<file path="src/rtl/obi_bram_responder.sv">
// OBI responder in front of BRAM port B, with an optional clear sweep after reset.
// Optional feature macro OBI_RANGE_CHECK_EN: out-of-window requests get an error response.
module obi_bram_responder #(
  parameter logic [31:0] ADDR_OFFSET    = 32'h00002600,
  parameter int          MEM_WORDS      = 6656,
  parameter int          BRAM_LAT       = 1,
  parameter logic [31:0] INIT_VALUE     = 32'h00000000,
  parameter bit          CLEAR_ON_RESET = 1'b0
) (
  input  logic        clk,
  input  logic        reset,
  input  logic        data_req_i,
  input  logic [31:0] data_addr_i,
  input  logic        data_we_i,
  input  logic [3:0]  data_be_i,
  input  logic [31:0] data_wdata_i,
  output logic        data_gnt_o,
  output logic        data_rvalid_o,
  output logic [31:0] data_rdata_o,
  output logic        data_err_o,
  output logic        mem_clkb,
  output logic        mem_enb,
  output logic        mem_rstb,
  output logic [3:0]  mem_web,
  output logic [31:0] mem_addrb,
  output logic [31:0] mem_dinb,
  input  logic        mem_rstb_busy,
  input  logic [31:0] mem_doutb,
  output logic        busy_o
);

  typedef enum logic {CLEAR, RUN} state_t;

  state_t              state;
  logic [31:0]         clear_cnt;
  logic [BRAM_LAT-1:0] valid_pipe;
  logic [BRAM_LAT-1:0] we_pipe;
  logic [BRAM_LAT-1:0] err_pipe;
  logic                rvalid_q;
  logic [31:0]         rdata_q;
  logic                grant;
  logic                req_err;
  logic [31:0]         offset_addr;

  assign mem_clkb = clk;
  assign mem_rstb = reset;

  assign offset_addr = data_addr_i - ADDR_OFFSET;

`ifdef OBI_RANGE_CHECK_EN
  // Window end computed in 33 bits so a window touching 4 GiB cannot wrap.
  localparam logic [32:0] ADDR_END = {1'b0, ADDR_OFFSET} + (33'(MEM_WORDS) << 2);
  logic err_q;

  assign req_err    = (data_addr_i < ADDR_OFFSET) || ({1'b0, data_addr_i} >= ADDR_END);
  assign data_err_o = err_q & ~reset;
`else
  assign req_err    = 1'b0;
  assign data_err_o = 1'b0;
`endif

  assign grant         = ~reset & (state == RUN) & data_req_i & ~mem_rstb_busy;
  assign data_gnt_o    = grant;
  assign busy_o        = ~reset & (state == CLEAR);
  assign data_rvalid_o = rvalid_q & ~reset;
  assign data_rdata_o  = reset ? 32'h0 : rdata_q;

  // Port B is owned by the clear sweep while busy, otherwise by the granted request.
  always_comb begin
    mem_enb   = 1'b0;
    mem_web   = 4'h0;
    mem_addrb = 32'h0;
    mem_dinb  = 32'h0;
    if (busy_o) begin
      mem_enb   = 1'b1;
      mem_web   = 4'hF;
      mem_addrb = clear_cnt << 2;
      mem_dinb  = INIT_VALUE;
    end else if (grant && !req_err) begin
      mem_enb   = 1'b1;
      mem_web   = data_we_i ? data_be_i : 4'h0;
      mem_addrb = offset_addr & 32'hFFFF_FFFC;
      mem_dinb  = data_wdata_i;
    end
  end

  always_ff @(posedge clk) begin
    if (reset) begin
      state      <= CLEAR_ON_RESET ? CLEAR : RUN;
      clear_cnt  <= 32'h0;
      valid_pipe <= '0;
      we_pipe    <= '0;
      err_pipe   <= '0;
      rvalid_q   <= 1'b0;
      rdata_q    <= 32'h0;
`ifdef OBI_RANGE_CHECK_EN
      err_q      <= 1'b0;
`endif
    end else begin
      if (state == CLEAR) begin
        if (clear_cnt == 32'(MEM_WORDS - 1)) begin
          state <= RUN;
        end else begin
          clear_cnt <= clear_cnt + 32'h1;
        end
      end

      valid_pipe[0] <= grant;
      we_pipe[0]    <= data_we_i;
      err_pipe[0]   <= req_err;
      for (int i = 1; i < BRAM_LAT; i++) begin
        valid_pipe[i] <= valid_pipe[i-1];
        we_pipe[i]    <= we_pipe[i-1];
        err_pipe[i]   <= err_pipe[i-1];
      end

      // The last pipeline stage lines up with mem_doutb for its read.
      rvalid_q <= valid_pipe[BRAM_LAT-1];
      if (!valid_pipe[BRAM_LAT-1]) begin
        rdata_q <= 32'h0;
      end else if (err_pipe[BRAM_LAT-1]) begin
        rdata_q <= 32'hDEADBEEF;
      end else if (we_pipe[BRAM_LAT-1]) begin
        rdata_q <= 32'h0;
      end else begin
        rdata_q <= mem_doutb;
      end
`ifdef OBI_RANGE_CHECK_EN
      err_q <= valid_pipe[BRAM_LAT-1] & err_pipe[BRAM_LAT-1];
`endif
    end
  end

endmodule
</file>
<file path="config.mk">
export PLATFORM = sky130hd
export DESIGN_NAME = obi_bram_responder
export DESIGN_NICKNAME = d
export VERILOG_FILES = /design/src/rtl/obi_bram_responder.sv
export SDC_FILE = /design/constraint.sdc
export NUM_CORES = 1
export LEC_CHECK = 0
export CORE_MARGIN = 2
export CORE_UTILIZATION = 35
export CTS_BUF_LIST = sky130_fd_sc_hd__clkbuf_16
export DETAILED_ROUTE_END_ITERATION = 10
export GPL_TIMING_DRIVEN = 0
export HOLD_SLACK_MARGIN = 0.15
export PLACE_DENSITY = 0.77
export SETUP_SLACK_MARGIN = 0.15
export SLEW_MARGIN = 40
export SYNTH_ARGS = -nofsm -noshare
export SYNTH_HDL_FRONTEND = slang
export SYNTH_SLANG_ARGS = --single-unit
</file>
<file path="constraint.sdc">
create_clock -name clk -period 2 [get_ports clk]
set_input_delay 0.2 -clock clk [delete_from_list [all_inputs] [get_ports clk]]
set_output_delay 0.2 -clock clk [all_outputs]
set_load 0.03 [all_outputs]
</file>
# [After elaboration in Yosys (flattened, before gate mapping)]
# Index checks and enable logic that the tools add are counted.
[word_totals] elab_cells=33 in_bits=105 ff_bits=68 out_inout_bits=107
[classes] reduce_logical=3 n_addsub=2 mux=11 eq_ne=1 bitwise_logic=10
[op_table] cell="two-way mux 32 bit" n=5
[op_table] cell="adder 32 x 1 -> 32 bit (second input constant)" n=1
[op_table] cell="equality test 32 x 13 -> 1 bit (second input constant)" n=1
[op_table] cell="subtractor 32 x 14 -> 32 bit (second input constant)" n=1
[op_table] cell="two-way mux 4 bit" n=3
[op_table] cell="bitwise AND 1 bit" n=5
[op_table] cell="NOT 1 bit" n=5
[op_table] cell="two-way mux 1 bit" n=3
[op_table] cell="OR reduction 3 bit" n=1
[op_table] cell="AND reduction 2 bit" n=1
[op_table] cell="OR reduction 2 bit" n=1

# [Depth between registers and ports, before layout]
# Gate-level depths: netlist of run 1.
[logic_depth] depth_word=6 mapped_depth=7 mapped_depth_nobuf=6

==> results of run 1 <==
[cell usage after synthesis (3+ instances only)]
master	instances
dfxtp_1	68
and2_1	64
nor2_1	46
nor2b_1	41
nand2_1	27
xor2_1	24
clkbuf_1	22
xnor2_1	18
a22o_1	14
o21ai_0	14
nand3_1	12
nand4_1	11
nor4_1	7
buf_4	6
nand2b_1	6
nor3_1	6
a21oi_1	5
a31o_2	5
and3_1	5
and4_1	5
inv_1	4
o21ai_1	4
buf_2	3
[through the flow]
stage               util, %  hold slack, ns  power, W  cell area, µm²  worst slack (ns)
global route          74.46          0.2462  0.003991            7687           -0.2880
finish                74.46          0.2332  0.003842            7687           -0.2480
CTS                   69.29          0.2042  0.003843            7153           -0.2285
floorplan                 -          0.2791  0.001708            3864          -0.02951
global placement      59.05          0.4584  0.002076            6096            -1.098
detailed placement    59.05          0.4570  0.002082            6096            -1.155
[sequential cells by signal, indices dropped and copies added (netlist names)]
name	count
state	1
rvalid_q	1
we_pipe	1
rdata_q	32
clear_cnt	32
valid_pipe	1
[critical path, cell delays in order (launching register included)]
cell and delay (ns):
dfxtp_4 0.36, inv_4 0.04, or4b_4 0.49, clkbuf_16 0.20
clkbuf_16 0.19, o21ai_4 0.17, buf_6 0.16
[cell families (layout without fill, tap and decap cells)]
logic type	after synthesis	in the layout
other cells	1	3
flops	68	68
buf+inv	36	316
compound gates	53	53
mux	4	4
xor+xnor	42	42
fa+ha+maj	2	2
simple gates	244	244
[placed cells by master (no fill, tap or decap), types with 6 or more instances in the layout]
cell type,instances
clkdlybuf4s50_1,89
buf_6,82
dfxtp_1,54
buf_4,42
nor2_1,42
nor2b_1,41
dlygate4sd2_1,36
and2_1,32
and2_4,31
xor2_1,23
nand2_1,22
xnor2_1,16
clkbuf_16,14
nand4_1,11
clkbuf_2,9
nand3_2,9
o21ai_4,8
o21ai_2,8
a22o_2,8
dfxtp_2,8
clkbuf_8,6
nand2b_1,6
clkbuf_1,6
dfxtp_4,6
[power breakdown]
| group | switching (W) | internal [W] | leakage (nW) | total (W) |
|---|---|---|---|---|
| Combinational | 0.000317 | 0.000373 | 2.60 | 0.000690 |
| Sequential | 0.00000238 | 0.00136 | 0.557 | 0.00136 |
| Clock | 0.000665 | 0.00113 | 0.178 | 0.00179 |
[worst max-delay path by stage]
stage	start	endpoint	slack, ns	depth (start not counted)
after floorplan	data_addr_i[9]	mem_addrb[23]	-0.03	5
after global placement	data_addr_i[9]	mem_addrb[29]	-1.10	8
after detailed placement	data_addr_i[9]	mem_addrb[29]	-1.15	8
after CTS	state$_SDFF_PN1_	mem_addrb[30]	-0.23	6
after global routing	state$_SDFF_PN1_	mem_addrb[4]	-0.29	7
final	state$_SDFF_PN1_	mem_addrb[9]	-0.25	6
[layer usage]
layer	routed length, µm	vias up	part of all wire [%]	track usage [%]
met5	0	-	0	0
met4	647	0	4.1	9.462
met3	1601	62	10	9.504
met2	7946	272	50	43.35
met1	5741	2109	36	27.56
li1	-	2072	-	-
[layout make-up]
type                       instances  area (µm²)  share of cell area [%]
timing repair inverter             1       11.26                  0.1465
inverter                           5       33.78                  0.4395
buffer                            31       264.0                   3.434
sequential                        68        1394                   18.13
timing repair buffer             259        2584                   33.61
tap                              136       170.2                   2.214
clock buffer                      13       311.5                   4.053
multi-input combinational        348        2883                   37.50
clock inverter                     7       36.28                  0.4720
[what timing repair did]
item | 4_1_cts | 5_1_grt
pin swaps | 48 | 35
buffers inserted | 27 | 19
cloned | 7 | 3
setup endpoints to repair | 130 | 101
resized for setup | 668 | 95
==> impl_metrics.json, run 1 <==
{
  "status": "finished, violations left",
  "violations": "setup timing",
  "cp-start-kind": "flop",
  "required_ns": 1.80,
  "synth_cells": 450,
  "antenna_found_initial": 0,
  "num-fill-cells": 693,
  "fmax_mhz": 444.8,
  "slew_viol_final": 0,
  "hpwl_mm": 10.06,
  "die_y_um": 107.3,
  "layout_min_cycle_time_ns": 2.248,
  "yosys_warnings": 0,
  "hold_buffers": 0,
  "powerDensity_nw_per_um2": 499.7,
  "cts_tree": "built",
  "power_leakage_nw": 3.332,
  "worst_clock_skew_ns": 0.006597,
  "clk_latency_ns": 0.44,
  "via_per_inst": 5.202,
  "drc_errors": 0,
  "design.core.area_um2": 10320,
  "totalWireLength_mm": 15.94,
  "area_delta_synth_final_pct": 105.8,
  "die-area_um2": 11520,
  "grtUsageTotal_pct": 24.98,
  "r2r_end": "clear_cnt[29]$_SDFFE_PP0P_",
  "synth_cell_type_count": 49,
  "post-route-period-util_pct": 112.4,
  "diodes": 0,
  "final_layout_size_suffix_gt1_share_pct": 42.35,
  "irDropWorstVdd_uv": 668.1,
  "synth.area.mux_share_pct": 1.172,
  "top_level_ports": 212,
  "setup_viol": 74,
  "synthArstFlopShare_pct": 0,
  "path_clk_slew_ns": 0.06,
  "hold_class": "in -> reg",
  "cap_violations": 0,
  "rsz0062_at_grt": "yes",
  "ant_nets": 0,
  "post_drt_wl_per_cell_um": 18.36,
  "grt.overflow.total": 0,
  "drt_iter0_drc": 247,
  "final_hold_viol_count": 0,
  "yosysTopAreaCellShare_pct": 36.44,
  "ys.flop_type": "dfxtp_1",
  "synth_top_family_by_area": "simple AND/OR/NAND/NOR gates",
  "ys_ff_latch": 68,
  "io_buffers": 206,
  "synth_fa_ha_area_share_pct": 0.6698,
  "synth.area.top_cells": "dfxtp_1 36%, and2_1 11%, nor2b_1 6.9%",
  "yosysSeqAreaShare_pct": 36.44,
  "path_class": "reg -> out",
  "hold_depth": 2,
  "drt_first_pass_iters": 5,
  "fin_setup_tns_ns": -13.67,
  "avgSynthCellArea_um2": 8.302,
  "via_count": 4515,
  "min_to": "rvalid_q$_SDFF_PP0_",
  "gp_congestion": 0.8421,
  "grt_pass1_vias": 4302,
  "synthSimpleGateAreaFrac_pct": 37.51,
  "synth_top_cell_by_area": "dfxtp_1",
  "worstReg2RegStart": "clear_cnt[11]$_SDFFE_PP0P_",
  "r2r_setup_slack_ns": -0.07,
  "synth-compound-area-share_pct": 9.946,
  "synthesis.area_um2": 3736,
  "r2r_cells": 7,
  "start_util_pct": 36.19,
  "crit_fanout": 6,
  "setup.worst_path.end_class": "output pin",
  "fin_ws_ns": -0.2480,
  "dieWidth_um": 107.3,
  "synthXorXnorAreaFrac_pct": 9.846,
  "grt_max_degree": 12,
  "cp.arrival_ns": 2.05,
  "placementRows": 37,
  "hp-start": "reset",
  "grt_pass1_wl_mm": 22.44,
  "nets": 834,
  "final_cell_count_no_fill": 868,
  "post-place-cells": 794,
  "synth_edf_count": 0
}
(Power assumes the default switching activity.)
==> inputs of run 2 (changes only) <==
Settings changed: CAP_MARGIN set to 20, SKIP_CTS_REPAIR_TIMING set to 1.
==> run 2 against run 1 <==
Setup slack worse by 0.014 ns. Global-route usage decreased by 2.8 points. The run still ends with setup timing left. Count of clock-buffer cells in the layout unchanged. Critical path depth rose by 1. Cell count is 2.6% lower. Sequential power hardly changed. Combinational power decreased by 0.6%. Critical path type unchanged. Die area is the same.
==> impl_metrics.json, run 2 (synthesis results as in run 1) <==
{
  "busiest_layer": "met2",
  "final_cell_mix": "89 x clkdlybuf4s50_1, 69 x buf_6, 62 x dfxtp_1, 47 x dlymetal6s2s_1, 43 x nor2_1",
  "fmax_mhz": 442.1,
  "via_per_inst": 5.045,
  "final_layout_size_suffix_gt1_share_pct": 35.12,
  "powerDensity_nw_per_um2": 514.4,
  "irDropWorstVdd_uv": 656.4,
  "via_count": 4263,
  "rsz0062_at_grt": "yes",
  "die-area_um2": 11520,
  "crit_fanout": 7,
  "post-place-cells": 794,
  "power_leakage_nw": 3.741,
  "ant_nets": 0,
  "grtUsageTotal_pct": 22.19,
  "nets": 811,
  "io_buffers": 206,
  "grt_pass1_wl_mm": 19.96,
  "area_delta_synth_final_pct": 99.83,
  "cp.arrival_ns": 2.06,
  "totalWireLength_mm": 14.84,
  "gp_congestion": 0.8421,
  "final_cell_count_no_fill": 845,
  "layout_min_cycle_time_ns": 2.262,
  "num-fill-cells": 731,
  "slew_viol_final": 0,
  "diodes": 0,
  "layout_commonest_cell": "clkdlybuf4s50_1",
  "die_y_um": 107.3,
  "path_clk_slew_ns": 0.06,
  "place_ws_ns": -1.155,
  "final_hold_viol_count": 0,
  "grt_use_met3_pct": 8.959,
  "worst_clock_skew_ns": 0.005861,
  "placementRows": 37,
  "post-route-period-util_pct": 113.1,
  "required_ns": 1.80,
  "cts_tree": "built",
  "clk_latency_ns": 0.44,
  "top_level_ports": 212,
  "hold_class": "in -> reg",
  "grt.overflow.total": 0,
  "status": "finished, violations left",
  "violations": "setup timing",
  "drt_first_pass_iters": 4,
  "design.core.area_um2": 10320,
  "start_util_pct": 36.19,
  "reg_top3": "clear_cnt x32, rdata_q x32",
  "hpwl_mm": 10.06,
  "grt_max_degree": 12,
  "drc_errors": 0,
  "met2_usage_pct": 39.96,
  "antenna_found_initial": 0,
  "drt_iter0_drc": 287,
  "setup.worst_path.end_class": "output pin",
  "use_met1_pct": 23.95,
  "dieWidth_um": 107.3,
  "path_class": "reg -> out",
  "post_drt_wl_per_cell_um": 17.56,
  "fin_ws_ns": -0.2617,
  "cap_violations": 0,
  "cp-start-kind": "flop",
  "p_total_w": 0.003841,
  "grt_pass1_vias": 3942,
  "setup_viol": 69
}
[run 2: cell count changes in the layout (fill, tap and decap cells not counted), sizes merged]
cell,previous run,this run
dlymetal6s2s,1,47
clkinv,3,5
clkdlybuf4s15,6,0
dlygate4sd3,0,1
clkbuf,37,35
buf,134,108
inv,8,6
dlygate4sd2,36,0
[run 2: power by group]
part / total (W) / switching [W] / internal [W] / leakage, nW
Combinational: 0.000686 / 0.000312 / 0.000374 / 3.00
Clock: 0.00179 / 0.000661 / 0.00113 / 0.186
Sequential: 0.00136 / 0.00000229 / 0.00136 / 0.552
[run 2: layout make-up]
class / count / area (µm²) / area share, %
inverters: 5 / 33.78 / 0.4525
clock buffers: 13 / 312.8 / 4.190
plain buffers: 31 / 245.2 / 3.285
well taps: 136 / 170.2 / 2.279
flip-flops and latches: 68 / 1376 / 18.43
repair inverters: 1 / 16.27 / 0.2179
repair buffers: 236 / 2531 / 33.90
clock inverters: 7 / 36.28 / 0.4860
multi-input cells: 348 / 2744 / 36.75
[run 2: path summary, 6_finish.rpt]
path	from	end	slack, ns	cells after the start
setup / recovery	state$_SDFF_PN1_	mem_web[0]	-0.26	7
hold / removal	mem_doutb[17]	rdata_q[17]$_SDFF_PP0_	0.32	2
setup reg to reg	clear_cnt[0]$_SDFFE_PP0P_	clear_cnt[5]$_SDFFE_PP0P_	-0.01	7
hold reg to reg	valid_pipe$_SDFF_PP0_	rvalid_q$_SDFF_PP0_	0.46	1
[run 2: stage by stage]
step                setup TNS, ns  utilization (%)  area (µm²)  hold WS [ns]
global placement           -87.09            59.05        6096        0.4584
finish                     -15.14            72.32        7466        0.3217
detailed placement         -88.37            59.05        6096        0.4570
CTS                        -98.57            62.31        6432        0.3133
floorplan                 -0.3010                -        3864        0.2791
global route               -18.33            72.32        7466        0.3128
[run 2: critical path: stages (launching register included)]
cell	delay, ns
dfxtp_4	0.39
inv_4	0.04
or4b_4	0.52
buf_12	0.18
clkinv_8	0.07
buf_8	0.12
a31o_4	0.16
buf_6	0.13
[run 2: routing by layer]
layer / routed length, µm / vias up / part of all wire [%]
met5: 0 / - / 0
met4: 339 / 0 / 2.3
met3: 1496 / 30 / 10
met2: 7614 / 212 / 51
met1: 5386 / 1999 / 36
li1: - / 2022 / -
